**config.mk**
```make
export PLATFORM = sky130hd
export DESIGN_NAME = adxl355_i2c_sequencer
export DESIGN_NICKNAME = d
export VERILOG_FILES = /design/src/rtl/adxl355_i2c_sequencer.sv
export SDC_FILE = /design/constraint.sdc
export NUM_CORES = 1
export LEC_CHECK = 0
export BUFFER_PORTS_ARGS = -buffer_cell sky130_fd_sc_hd__buf_2
export CAP_MARGIN = 15
export CELL_PAD_IN_SITES_DETAIL_PLACEMENT = 0
export CELL_PAD_IN_SITES_GLOBAL_PLACEMENT = 1
export CORE_ASPECT_RATIO = 1.1
export CORE_MARGIN = 4
export CORE_UTILIZATION = 36
export DETAILED_ROUTE_END_ITERATION = 10
export PLACE_DENSITY_LB_ADDON = 0.08
export SYNTH_ARGS = -nofsm -noshare
export SYNTH_HDL_FRONTEND = slang
export SYNTH_SLANG_ARGS = --single-unit
export TNS_END_PERCENT = 5
```
**constraint.sdc**
```tcl
create_clock -name i_clk -period 6.85 [get_ports i_clk]
set_input_delay 1.37 -clock i_clk [delete_from_list [all_inputs] [get_ports i_clk]]
set_output_delay 1.37 -clock i_clk [all_outputs]
set_load 0.01 [all_outputs]
```
**src/rtl/adxl355_i2c_sequencer.sv**
```systemverilog
// adxl355_i2c_sequencer: drives an I2C master to configure an ADXL355, then burst-reads temperature and X/Y/Z on each DRDY edge
// Ports: i_clk/i_rst clock and async reset; i_en run enable; i_drdy async sensor data-ready; i_clr_err leaves ERROR;
//   i_i2c_status[0]/i_i2c_rd_data master ready and 11 read bytes; o_i2c_* master ctrl, device/register address, write data;
//   o_temp/o_x/o_y/o_z unpacked samples with o_valid strobe; o_init_done, o_busy, o_err, o_ovr_cnt status.
module adxl355_i2c_sequencer #(
  parameter logic [6:0] DEV_ADDR    = 7'h1D,
  parameter logic [2:0] CLK_RATE    = 3'd6,
  parameter logic [7:0] RANGE_VAL   = 8'h01,
  parameter logic [7:0] FILTER_VAL  = 8'h00,
  parameter int         STARTUP_CYC = 500000,
  parameter int         TIMEOUT_CYC = 200000
) (
  input  logic        i_clk,
  input  logic        i_rst,
  input  logic        i_en,
  input  logic        i_drdy,
  input  logic        i_clr_err,
  input  logic [31:0] i_i2c_status,
  input  logic [87:0] i_i2c_rd_data,
  output logic [31:0] o_i2c_ctrl,
  output logic [6:0]  o_i2c_dev_addr,
  output logic [7:0]  o_i2c_reg_addr,
  output logic [7:0]  o_i2c_w_data,
  output logic [11:0] o_temp,
  output logic [19:0] o_x,
  output logic [19:0] o_y,
  output logic [19:0] o_z,
  output logic        o_valid,
  output logic        o_init_done,
  output logic        o_busy,
  output logic        o_err,
  output logic [7:0]  o_ovr_cnt
);
  localparam int MAX_CYC = STARTUP_CYC > TIMEOUT_CYC ? STARTUP_CYC : TIMEOUT_CYC;
  localparam int CW = $clog2(MAX_CYC + 1);
  localparam logic [CW-1:0] START_V = CW'(STARTUP_CYC);
  localparam logic [CW-1:0] TMO_V = CW'(TIMEOUT_CYC);
  typedef enum logic [3:0] {
    RESET_WAIT, INIT_ISSUE, INIT_BUSY, INIT_DONE, IDLE,
    RD_ISSUE, RD_BUSY, RD_DONE, PUBLISH, ERROR
  } state_t;
  state_t state_q, state_d;
  logic [CW-1:0] cnt_q, cnt_d;
  logic [1:0] idx_q, idx_d, op_q, op_d;
  logic en_q, en_d, rw_q, rw_d, valid_q, valid_d, done_q, done_d, pend_q, pend_d;
  logic [7:0] reg_q, reg_d, wd_q, wd_d, ovr_q, ovr_d;
  logic [87:0] cap_q, cap_d;
  logic [11:0] temp_q, temp_d;
  logic [19:0] x_q, x_d, y_q, y_d, z_q, z_d;
  logic [1:0] rdy_sync_q;
  logic [2:0] drdy_sync_q;
  logic rdy, drdy_edge, unused_ok;
  assign rdy = rdy_sync_q[1];
  assign drdy_edge = drdy_sync_q[1] & ~drdy_sync_q[2];
  assign unused_ok = ^{i_i2c_status[31:1], cap_q[87:84], cap_q[51:48], cap_q[27:24], cap_q[3:0]};
  always_comb begin
    state_d = state_q;
    idx_d   = idx_q;
    en_d    = en_q;
    rw_d    = rw_q;
    op_d    = op_q;
    reg_d   = reg_q;
    wd_d    = wd_q;
    cap_d   = cap_q;
    temp_d  = temp_q;
    x_d     = x_q;
    y_d     = y_q;
    z_d     = z_q;
    valid_d = 1'b0;
    done_d  = done_q;
    pend_d  = pend_q;
    ovr_d   = i_clr_err ? 8'd0 : ovr_q;
    case (state_q)
      RESET_WAIT: if (cnt_q >= START_V && i_en) state_d = INIT_ISSUE;
      INIT_ISSUE: begin
        en_d    = 1'b1;
        rw_d    = 1'b0;
        op_d    = 2'b00;
        reg_d   = idx_q == 2'd0 ? 8'h2C : idx_q == 2'd1 ? 8'h28 : 8'h2D;
        wd_d    = idx_q == 2'd0 ? RANGE_VAL : idx_q == 2'd1 ? FILTER_VAL : 8'h00;
        state_d = INIT_BUSY;
      end
      INIT_BUSY, RD_BUSY: if (!rdy) begin
        en_d    = 1'b0;
        state_d = state_q == INIT_BUSY ? INIT_DONE : RD_DONE;
      end
      INIT_DONE: if (rdy) begin
        idx_d   = idx_q < 2'd2 ? idx_q + 2'd1 : idx_q;
        done_d  = idx_q == 2'd2;
        state_d = idx_q < 2'd2 ? INIT_ISSUE : IDLE;
      end
      IDLE: if ((drdy_edge || pend_q) && i_en) begin
        pend_d  = 1'b0;
        state_d = RD_ISSUE;
      end
      RD_ISSUE: begin
        en_d    = 1'b1;
        rw_d    = 1'b1;
        op_d    = 2'b01;
        reg_d   = 8'h06;
        state_d = RD_BUSY;
      end
      RD_DONE: if (rdy) begin
        cap_d   = i_i2c_rd_data;
        state_d = PUBLISH;
      end
      PUBLISH: begin
        temp_d  = cap_q[83:72];
        x_d     = cap_q[71:52];
        y_d     = cap_q[47:28];
        z_d     = cap_q[23:4];
        valid_d = 1'b1;
        state_d = IDLE;
      end
      ERROR: if (i_clr_err) begin
        idx_d   = 2'd0;
        pend_d  = 1'b0;
        state_d = RESET_WAIT;
      end
      default: state_d = RESET_WAIT;
    endcase
    // A DRDY edge arriving while a read is publishing is simply queued, never counted as dropped
    if (drdy_edge && !(state_q inside {IDLE, ERROR})) begin
      if (!pend_q || state_q == PUBLISH) pend_d = 1'b1;
      else if (ovr_q != 8'hFF) ovr_d = ovr_q + 8'd1;
    end
    if (cnt_q >= TMO_V && state_q inside {INIT_BUSY, INIT_DONE, RD_BUSY, RD_DONE}) begin
      state_d = ERROR;
      en_d    = 1'b0;
      done_d  = 1'b0;
    end
    // Leaving ERROR preloads the counter so the startup wait is skipped
    cnt_d = state_d != state_q ? (state_q == ERROR ? START_V : '0) : (&cnt_q ? cnt_q : cnt_q + CW'(1));
  end
  always_ff @(posedge i_clk or posedge i_rst)
    if (i_rst) begin
      state_q     <= RESET_WAIT;
      cnt_q       <= '0;
      idx_q       <= '0;
      en_q        <= 1'b0;
      rw_q        <= 1'b0;
      op_q        <= '0;
      reg_q       <= '0;
      wd_q        <= '0;
      cap_q       <= '0;
      temp_q      <= '0;
      x_q         <= '0;
      y_q         <= '0;
      z_q         <= '0;
      valid_q     <= 1'b0;
      done_q      <= 1'b0;
      pend_q      <= 1'b0;
      ovr_q       <= '0;
      rdy_sync_q  <= '0;
      drdy_sync_q <= '0;
    end else begin
      state_q     <= state_d;
      cnt_q       <= cnt_d;
      idx_q       <= idx_d;
      en_q        <= en_d;
      rw_q        <= rw_d;
      op_q        <= op_d;
      reg_q       <= reg_d;
      wd_q        <= wd_d;
      cap_q       <= cap_d;
      temp_q      <= temp_d;
      x_q         <= x_d;
      y_q         <= y_d;
      z_q         <= z_d;
      valid_q     <= valid_d;
      done_q      <= done_d;
      pend_q      <= pend_d;
      ovr_q       <= ovr_d;
      rdy_sync_q  <= {rdy_sync_q[0], i_i2c_status[0]};
      drdy_sync_q <= {drdy_sync_q[1:0], i_drdy};
    end
  assign o_i2c_ctrl     = {25'd0, CLK_RATE, op_q, rw_q, en_q};
  assign o_i2c_dev_addr = DEV_ADDR;
  assign o_i2c_reg_addr = reg_q;
  assign o_i2c_w_data   = wd_q;
  assign o_temp         = temp_q;
  assign o_x            = x_q;
  assign o_y            = y_q;
  assign o_z            = z_q;
  assign o_valid        = valid_q;
  assign o_init_done    = done_q;
  assign o_busy         = !(state_q inside {IDLE, RESET_WAIT, ERROR});
  assign o_err          = state_q == ERROR;
  assign o_ovr_cnt      = ovr_q;
endmodule
```
# == Word-level counts from Yosys, hierarchy flattened ==
# Index checks and enable logic that the tools add are counted.
# classes
n_addsub,3
magnitude_cmp,3
n_eq_ne,18
muxes,39
n_bitwise,2
reduce_logical,26
# ops
operator,n
$mux 19,3
$pmux 4 s9,1
$mux 8,4
$mux 4,7
$add 19x1->19 const B,1
$ge 19x18->1 const B,1
$ge 19x19->1 const B,1
$reduce_and 19->1,1
$eq 4x3->1 const B,4
$pmux 8 s2,1
$mux 3,4
$mux 1,11
$reduce_bool 2->1,5
$add 8x1->8 const B,1
$eq 4x2->1 const B,2
$eq 4x4->1 const B,2
$ne 2x2->1 const B,4
$ne 8x8->1 const B,1
$pmux 2 s2,2
$mux 2,3
$pmux 1 s2,3
$reduce_and 2->1,3
$reduce_bool 3->1,2
$eq 4x1->1 const B,1
16 further kinds,23
# totals
regBits,217
output_inout_bits,139
word_cells,110

# == Longest topological paths before layout ==
# Gate-level depths: netlist of run 1.
# depth
ltp_word,9
ltp_mapped,9
ltp_nobuf,7

# == Worst setup path before layout of run 1 ==
# No wires, ideal clock.
# synth_path
kind,input -> register
from,in i_en
to,reg cnt_q[1]
setup_time_ps,72
arrival_ps,2675
required_ps,6778
setup_slack_ps,4103
path_stages,6
path_buffers,1
cell_sequence,o2111ai_1 -> o311a_1 -> or2_1 -> a311o_1 -> buf_6 -> nor2_1
# synth_between
elab_chain_cells,6
elab_cells_between_ends,9
# synth_lines
element,line_no,text
from (decl),15,"input logic i_en,"
$logic_and 1x1->1 (on tied branches),"92, 74",
$mux 4 (on tied branches),"92, 74",
$pmux 4 s9 (*),73,case (state_q)
$mux 4 (*),127,"if (cnt_q >= TMO_V && state_q inside {INIT_BUSY, INIT_DONE, RD_BUSY, RD_DONE}) begin"
$ne 4x4->1 (*),133,cnt_d = state_d != state_q ? (state_q == ERROR ? START_V : '0) : (&cnt_q ? cnt_q : cnt_q + CW'(1));
$ne 2x2->1 (no source line) / $mux 19 (equally long branches),n/a,
to (signal assigned),158,cnt_q <= cnt_d;
to (decl),43,"logic [CW-1:0] cnt_q, cnt_d;"
# Every way passes the cells marked *; elsewhere a longest branch is shown, timed or not.
# A chain may end at the register's enable or synchronous reset.

# == Final worst setup path of run 1 ==
# layout_path
from,reg state_q[3]
to,out o_err
# layout_between
elab_chain_cells,1
# layout_lines
element,line_no,text
from (decl),42,"state_t state_q, state_d;"
from (signal assigned),157,state_q <= state_d;
$eq 4x4->1,188,assign o_err = state_q == ERROR;
to (decl),31,"output logic o_err,"
# Every way passes these cells.

==> results by group, run 1 <==
Synthesis
  • Post-Syn Instances: 623
  • Yosys top cell by area: dfrtp_1
  • Largest cells by area after synthesis: dfrtp_1 (58%), mux2_2 (20%), buf_4 (4.7%), nor2_1 (1.3%), xor2_1 (1.2%)
  • Yosys reg bits: 191
  • Yosys top cell area share: 58.3%
  • Largest family of logic cells by synthesized area: multiplexers
  • Asr flop ratio synth: 100%
  • Syn Area/Cell: 13.2 µm²
  • Post-synthesis mux area share: 20.3%
  • XOR/XNOR share of the synthesized area: 1.71%
  • Primary FF master, synth: dfrtp_1
  • Syn. warnings: 0
  • Synth Area in Compound Gates: 4.43%
  • Sequential share of the synthesized area: 58.3%
  • Post-synth design cell area: 8200 µm²
  • Simple-gate portion of the synthesized area: 7.34%
  • Number of synthesized flops with an enable pin: 0
  • Post-Synth Adder-Cell Area: 1.07%
  • Distinct cell type count after synthesis: 52

Pwr
  • Leakage power: 4.84 nW
  • Peak supply drop: 0.197 mV
  • Power, Total: 4.00 mW
  • Power Dens Cells: 410 nW/µm²

Global routing
  • First-pass GRT wire length: 29,000 µm
  • Initial antenna violation count: 5
  • Total grt overflow: 0
  • Vias in the first global route: 5,510
  • GRT Overall Usage: 14.1%
  • Largest net degree at the start of global routing: 135

Final layout
  • Number of diodes: 0
  • Most common cell after layout, fill and taps aside: dfrtp_1
  • NumNets Final: 916
  • Share of cells above drive strength 1: 45.4%
  • Most frequent cells in the layout: dfrtp_1 (191), buf_2 (170), mux2_2 (147)
  • Area Growth Syn to Fin: 19.0%
  • Final Cell Area: 9760 µm²

Detailed routing
  • DRC violations left: 0
  • ANT nets after route: 0
  • 1st-iter DRT viols: 217
  • Final wirelength: 17,800 µm
  • Vias: 5,180
  • Routed vias/inst: 4.74
  • WL per Instance: 16.3 µm
  • 1st-pass router iterations: 4

Timing
  • Final setup fails: 0
  • RSZ-0062 raised after global routing: false
  • Max-slew violations: 0
  • Slew Limit Headroom: 35.8%
  • Fmax: 338 MHz
  • Final TNS setup: 0 ns
  • Tmin final: 2.96 ns
  • Fin. Hold Viols: 0
  • Layout Skew: 0.0113 ns
  • Tcrit/Tclk final: 43.2%
  • Worst Tran Pin Value: 0.963 ns

Placement
  • GPL Wtd Cong: 0.742
  • Detail Placement HPWL: 12,300 µm
  • Dpl cell area: 9130 µm²
  • PortBufs: 170

Floorplan
  • Placeable Area: 22,300 µm²
  • Initial Util: 36.8%
  • Die Y-Extent: 166 µm
  • Number of cell rows: 57
  • Die width: 152 µm
  • Die ar.: 25,300 µm²
  • I/O pin count: 264

Critical path
  • Worst R2R Start: state_q[3]
  • CP max-delay cell: dfrtp_1
  • CP Cell Sequence: and4bb_2 -> buf_2
  • CP arrival: 1.59 ns
  • Worst setup SP type: flip-flop
  • Crit path max fanout: 15
  • Crit Path Category: reg -> out
  • Crit end category: output port
  • Req. time, crit path: 5.48 ns
  • Largest stage delay, worst path: 0.66 ns
  • Critical Path Source: state_q[3]

Clock network
  • Setup Fix Bufs, Post-CTS: 0
  • CTS root buf: clkbuf_16
  • Reg clk slew, reported paths: 0.08 ns
  • CTS tree: done
  • Clock latency on the worst-skew pair: 0.43 ns
  • Post-CTS sizing: 0
  • CTS HTree Levels: 4
  • CTS Sinks: 191
  • CTS buffer count: 17
  • Hold buffer count at cts: 0
  • Clk buf depth: 2

Run status
  • Outcome: finished clean

Run
  • Max Cap Viol: 0

Min path
  • Worst min-delay path startpoint: drdy_sync_q[0]
  • HP Class: reg -> reg
==> layout make-up <==
cell class                 count  area, µm²
tap                          295        369
sequential                   191       4780
clock inverter                14        193
multi-input combinational    387       3040
clock buffer                  18        439
fill                        2139      12500
inverter                      13       56.3
timing repair buffer         174        881
==> worst max-delay path, delay by kind of cell, from the launching register on <==
family	cells	cell delay, ns
AND/OR/NAND/NOR	1	0.36
flip-flops	1	0.66
buffers and inverters	1	0.15
==> flip-flops by register name (all words and copies together), names as in the netlist, 4 cells and up <==
register        flops
cap_q              72
o_y                20
o_x                20
o_i2c_reg_addr      4
o_z                20
cnt_q              19
state_q             4
o_ovr_cnt           8
o_temp             12
==> cell usage after synthesis (6+ instances only) <==
| cell | count |
|---|---|
| dfrtp_1 | 191 |
| mux2_2 | 147 |
| buf_4 | 51 |
| nor2_1 | 28 |
| nand2_1 | 23 |
| nand3_1 | 17 |
| buf_2 | 16 |
| o21ai_0 | 14 |
| inv_1 | 13 |
| xor2_1 | 11 |
| a21oi_1 | 8 |
| and3_1 | 8 |
| clkbuf_1 | 8 |
| ha_1 | 7 |
| a31oi_1 | 6 |
| and2_1 | 6 |
==> kinds of logic after synthesis <==
group / count (synthesis)
AOI/OAI and AO/OA: 53
xor gates and xnor gates: 16
and+or+nand+nor: 117
muxes: 148
DFF: 191
adders and majority gates: 7
other: 2
buffers and inverters: 89
==> per-stage QoR <==
| stage | instances | util [%] | setup WS [ns] | hold slack [ns] |
|---|---|---|---|---|
| floorplan | 667 | - | 0.281 | 0.331 |
| global placement | 1060 | 41.0 | 3.67 | 0.346 |
| detailed placement | 1060 | 41.0 | 3.66 | 0.337 |
| CTS | 1092 | 43.8 | 3.87 | 0.355 |
| global route | 1092 | 43.8 | 3.69 | 0.373 |
| finish | 1092 | 43.8 | 3.89 | 0.352 |
==> metal layers <==
layer | vias up | GRT usage (%) | part of all wire [%]
li1 | 2395 | - | -
met1 | 2618 | 16.7 | 40
met2 | 131 | 23.1 | 50
met3 | 26 | 6.65 | 8.5
met4 | 10 | 3.75 | 1.3
met5 | - | 0 | 0.35
==> path summary, 6_finish.rpt <==
| kind | endpoint | slack [ns] | cells after the start |
|---|---|---|---|
| max in group asynchronous | o_y[9] | 4.38 | 3 |
| worst max-delay path | o_err | 3.89 | 2 |
| worst max register to register | o_ovr_cnt[2] | 4.01 | 7 |
| worst min register to register | drdy_sync_q[1] | 0.35 | 0 |
| min in group asynchronous | o_x[12] | 1.14 | 2 |
| worst min-delay path | drdy_sync_q[1] | 0.35 | 0 |
==> report_power, final <==
| group | leakage [nW] | switching (mW) | total, mW | internal [mW] |
|---|---|---|---|---|
| registers | 2.49 | 0.253 | 1.79 | 1.54 |
| logic | 2.05 | 0.589 | 1.19 | 0.599 |
| clock network | 0.302 | 0.487 | 1.03 | 0.540 |
| total | 4.84 | 1.33 | 4.00 | 2.68 |
Power figures use the tool's default switching activity.
==> run 2, diff against run 1 <==
Clock period 6.85 ns to 2.6 ns, I/O delays scaled along.
==> run 2 against run 1 <==
Net effect: critical path depth is 5 higher; first-iteration DRC count decreased by 9.2%; worst hold slack worse by 0.24 ns; highest routed layer unchanged; clock-buffer cell count fell by 1; clock skew grew 0.0011 ns; critical endpoint is now cnt_q[7]; non-clock buffer count increased by 13; utilization rose by 0.53 points; via count rose by 0.37%; clock power grew 150%.
==> results by group, run 2 (synthesized netlist as in run 1, its figures left out) <==
Global routing
  • First-pass GRT wire length: 29,200 µm
  • GRT Overall Usage: 14.3%
  • Largest net degree at the start of global routing: 74
  • Initial antenna violation count: 4
  • Vias in the first global route: 5,508
  • Total grt overflow: 0

Timing
  • RSZ-0062 raised after global routing: false
  • Fin. Hold Viols: 0
  • Tcrit/Tclk final: 90.9%
  • Layout Skew: 0.0124 ns
  • Slew Limit Headroom: 53.2%
  • Hold slack final: 0.110 ns
  • Worst Tran Pin Value: 0.696 ns
  • Fmax: 423 MHz
  • Max-slew violations: 0
  • Final setup fails: 0
  • Tmin final: 2.36 ns

Pwr
  • Peak supply drop: 0.552 mV
  • Power Dens Cells: 1070 nW/µm²
  • Leakage power: 4.90 nW

Placement
  • Dpl cell area: 9280 µm²
  • GPL Wtd Cong: 0.735
  • PortBufs: 170
  • Detail Placement HPWL: 12,700 µm

Run
  • Max Cap Viol: 0

Critical path
  • CP max-delay cell: dfrtp_1
  • Largest stage delay, worst path: 0.56 ns
  • Req. time, crit path: 2.95 ns
  • CP arrival: 2.71 ns
  • Crit Path Category: reg -> reg
  • Crit end category: flip-flop
  • Worst setup SP type: flip-flop
  • Crit path max fanout: 15
  • CP Cell Sequence: nor2_4 -> o2111ai_1 -> o311a_1 -> or2_1 -> a311o_1 -> buf_4 -> nor2_1

Final layout
  • Max reg flops: 72
  • NumNets Final: 929
  • Area Growth Syn to Fin: 20.5%
  • Most common cell after layout, fill and taps aside: dfrtp_1
  • Top reg by flops: cap_q
  • Most frequent cells in the layout: dfrtp_1 (191), buf_2 (170), mux2_2 (147)
  • Share of cells above drive strength 1: 46.3%
  • Final Cell Area: 9880 µm²

Clock network
  • Hold buffer count at cts: 0
  • Setup Fix Bufs, Post-CTS: 0
  • CTS tree: done
  • Clk buf depth: 2
  • CTS root buf: clkbuf_16
  • Reg clk slew, reported paths: 0.07 ns
  • CTS HTree Levels: 4
  • Clock latency on the worst-skew pair: 0.43 ns
  • Post-CTS sizing: 0
  • CTS buffer count: 17
  • CTS Sinks: 191

Detailed routing
  • DRC violations left: 0
  • Vias: 5,199
  • ANT nets after route: 0
  • WL per Instance: 16.0 µm
  • Routed vias/inst: 4.70
  • 1st-iter DRT viols: 197
  • Final wirelength: 17,800 µm
  • 1st-pass router iterations: 4

Floorplan
  • Initial Util: 36.8%
  • Placeable Area: 22,300 µm²
  • Die ar.: 25,300 µm²
  • I/O pin count: 264
  • Number of cell rows: 57
  • Die width: 152 µm
  • Die Y-Extent: 166 µm

Run status
  • Outcome: finished clean

Min path
  • HP Class: in -> async
## run 2: cell types whose count changed in the layout (fill, tap and decap cells not counted), sizes merged
cell and change:
bufinv -1, diode +2, clkinvlp +2, clkbuf -1
clkinv -2, inv +2, buf +13
## run 2: metal layers
| metal | vias to the layer above | GRT usage [%] | part of all wire, % |
|---|---|---|---|
| li1 | 2439 | - | - |
| met1 | 2598 | 16.4 | 40 |
| met2 | 132 | 24.0 | 50 |
| met3 | 24 | 6.91 | 9.0 |
| met4 | 6 | 3.60 | 1.2 |
| met5 | - | 0 | 0.17 |
## run 2: worst max-delay path, delay by kind of cell (launching register included)
kind | cells | cell delay [ns]
DFF | 1 | 0.56
buffers and inverters | 1 | 0.19
AOI/OAI and AO/OA | 3 | 0.95
and+or+nand+nor | 3 | 0.59
## run 2: final cells by class
cell class,instances,area (µm²)
Fill cell,2143,12400
Sequential cell,191,4780
Multi-Input combinational cell,387,3040
Timing Repair Buffer,187,1040
Clock buffer,17,425
Tap cell,295,369
Clock inverter,15,164
Inverter,13,52.6
Antenna cell,2,5.00
## run 2: where the power goes
| part | total, mW | switching (mW) | internal (mW) |
|---|---|---|---|
| Combinational | 3.29 | 1.59 | 1.70 |
| Clock | 2.56 | 1.27 | 1.29 |
| Sequential | 4.70 | 0.652 | 4.05 |
## run 2: per-stage QoR
stage	utilization [%]	power, mW	instances	setup WS, ns	TNS [ns]
after floorplan	-	6.91	667	-0.382	-73.05
after global placement	41.7	7.99	1073	0.263	0
after detailed placement	41.7	8.13	1073	0.212	0
after CTS	44.4	10.8	1105	0.199	0
after global routing	44.4	11.3	1106	0.0640	0
final	44.4	10.6	1107	0.237	0
## run 2: final timing paths
kind	startpoint	cells after the start	to	slack, ns
max reg2reg	state_q[3]	7	cnt_q[7]	0.24
min reg2reg	rdy_sync_q[0]	0	rdy_sync_q[1]	0.36
min	i_rst	2	cap_q[31]	0.11
max in group asynchronous	i_rst	3	o_i2c_w_data[0]	1.69
min in group i_clk	i_drdy	1	drdy_sync_q[0]	0.20
max	state_q[3]	7	cnt_q[7]	0.24
==> run 3, diff against run 2 <==
Settings changed: PLACE_DENSITY from default to 0.73, PLACE_DENSITY_LB_ADDON 0.08 to default.
==> run 3 against run 2 <==
Net effect: sequential power about the same; largest cell class unchanged; maximum frequency decreased by 0.33%; sequential share of layout area decreased by 0.38 points; non-clock buffer count increased by 2; largest power group unchanged; clock skew increased by 0.0022 ns; final cell count unchanged; utilization increased by 0.35 points; worst setup slack got worse by 0.0079 ns.
==> results by group, run 3 (synthesized netlist as in run 1, its figures left out) <==
Clock network
  • CTS root buf: clkbuf_16
  • CTS buffer count: 17
  • CTS tree: done
  • Clock latency on the worst-skew pair: 0.43 ns
  • Reg clk slew, reported paths: 0.07 ns
  • Clk buf depth: 2
  • CTS HTree Levels: 4
  • CTS Sinks: 191
  • Setup Fix Bufs, Post-CTS: 0
  • Hold buffer count at cts: 0
  • Post-CTS sizing: 0

Placement
  • Dpl cell area: 9330 µm²
  • Inst Count DP: 1,075
  • PortBufs: 170
  • Detail Placement HPWL: 12,200 µm
  • GPL Wtd Cong: 0.770

Critical path
  • WP buf/inv: 1
  • Worst reg-to-reg setup slack: 0.23 ns
  • Reg2reg path depth: 7
  • Worst R2R Start: state_q[3]
  • Worst setup SP type: flip-flop
  • Crit path max fanout: 15
  • CP Cell Sequence: nor2_4 -> o2111ai_1 -> o311a_1 -> or2_1 -> a311o_1 -> buf_12 -> nor2_1
  • Largest stage delay, worst path: 0.56 ns
  • Crit Path Category: reg -> reg
  • CP max-delay cell: dfrtp_1
  • Reg-to-reg endpoint: cnt_q[0]
  • Req. time, crit path: 2.94 ns
  • CP arrival: 2.71 ns
  • Top Family by Delay on Critical Path: compound AO/OA/AOI/OAI gates
  • Crit end category: flip-flop

Pwr
  • Power Dens Cells: 1080 nW/µm²
  • Leakage power: 4.94 nW
  • Peak supply drop: 0.501 mV

Final layout
  • Most frequent cells in the layout: dfrtp_1 (191), buf_2 (170), mux2_2 (147)
  • Most common cell after layout, fill and taps aside: dfrtp_1
  • Top reg by flops: cap_q
  • Final Cell Area: 9950 µm²
  • Share of cells above drive strength 1: 46.3%
  • Post-layout util: 44.7%
  • Final cell count without fillers: 1,107
  • NumNets Final: 931
  • Area Growth Syn to Fin: 21.4%
  • Number of diodes: 0
  • Max reg flops: 72

Timing
  • Worst Tran Pin Value: 0.607 ns
  • Final setup fails: 0
  • Layout Skew: 0.0146 ns
  • Fmax: 422 MHz
  • Tmin final: 2.37 ns
  • Slew Limit Headroom: 59.2%
  • Max-slew violations: 0
  • Hold slack final: 0.0847 ns
  • Fin. Hold Viols: 0
  • Tcrit/Tclk final: 91.2%
  • RSZ-0062 raised after global routing: false

Floorplan
  • Placeable Area: 22,300 µm²
  • Die Y-Extent: 166 µm
  • I/O pin count: 264
  • Number of cell rows: 57
  • Initial Util: 36.8%
  • Die ar.: 25,300 µm²
  • Die width: 152 µm

Detailed routing
  • WL per Instance: 15.5 µm
  • Vias: 5,185
  • 1st-iter DRT viols: 217
  • Final wirelength: 17,100 µm
  • ANT nets after route: 0
  • 1st-pass router iterations: 4
  • Routed vias/inst: 4.68
  • DRC violations left: 0

Global routing
  • Largest net degree at the start of global routing: 74
  • Total grt overflow: 0
  • Vias in the first global route: 5,595
  • GRT Overall Usage: 13.9%
  • Initial antenna violation count: 1
  • First-pass GRT wire length: 29,300 µm

Run status
  • Outcome: finished clean

Run
  • Max Cap Viol: 0

Min path
  • HP Class: in -> async
==> run 3: cell types whose count changed in the layout (fill, tap and decap cells not counted), sizes merged <==
| cell | previous run | this run |
|---|---|---|
| buf | 187 | 189 |
| bufinv | 0 | 2 |
| clkbuf | 17 | 18 |
| clkinv | 5 | 3 |
| diode | 2 | 0 |
| inv | 20 | 19 |
==> run 3: metal layers <==
layer,GRT usage [%],part of all wire [%],vias up
met5,0,0.070,-
li1,-,-,2432
met4,3.52,1.1,2
met1,17.2,42,2586
met3,6.39,9.0,17
met2,22.4,48,148
==> run 3: how the worst max path moves through the flow <==
stage,startpoint,to,cells after the start
CTS,state_q[3],cnt_q[0],7
detailed placement,state_q[3],cnt_q[3],7
floorplan,i_rst,cap_q[10],1
global route,state_q[3],cnt_q[10],7
finish,state_q[3],cnt_q[0],7
global placement,state_q[3],cnt_q[2],7
==> run 3: area by class of cell <==
cell class                 instances  area, µm²
fill                            2073      12300
inverter                          13       52.6
clock buffer                      18        429
tap                              295        369
sequential                       191       4780
timing repair buffer             189       1090
multi-input combinational        387       3040
clock inverter                    14        190
==> run 3: power by group <==
group	total [mW]	switching (mW)	internal (mW)
Sequential	4.67	0.617	4.05
Clock	2.71	1.23	1.48
Combinational	3.35	1.62	1.73
Total	10.7	3.47	7.26
==> run 3: worst reg2reg max path: cells and delay by family, from the launching register on <==
kind                   cells  cell delay (ns)
AOI/OAI and AO/OA          3             0.97
and+or+nand+nor            3             0.59
DFF                        1             0.56
buffers and inverters      1             0.19
==> run 3: stage by stage <==
step,setup slack (ns),setup TNS (ns),power [mW]
floorplan,-0.382,-73.05,6.91
global placement,0.285,0,8.04
detailed placement,0.237,0,8.13
CTS,0.229,0,10.9
global route,0.127,0,11.5
finish,0.229,0,10.7
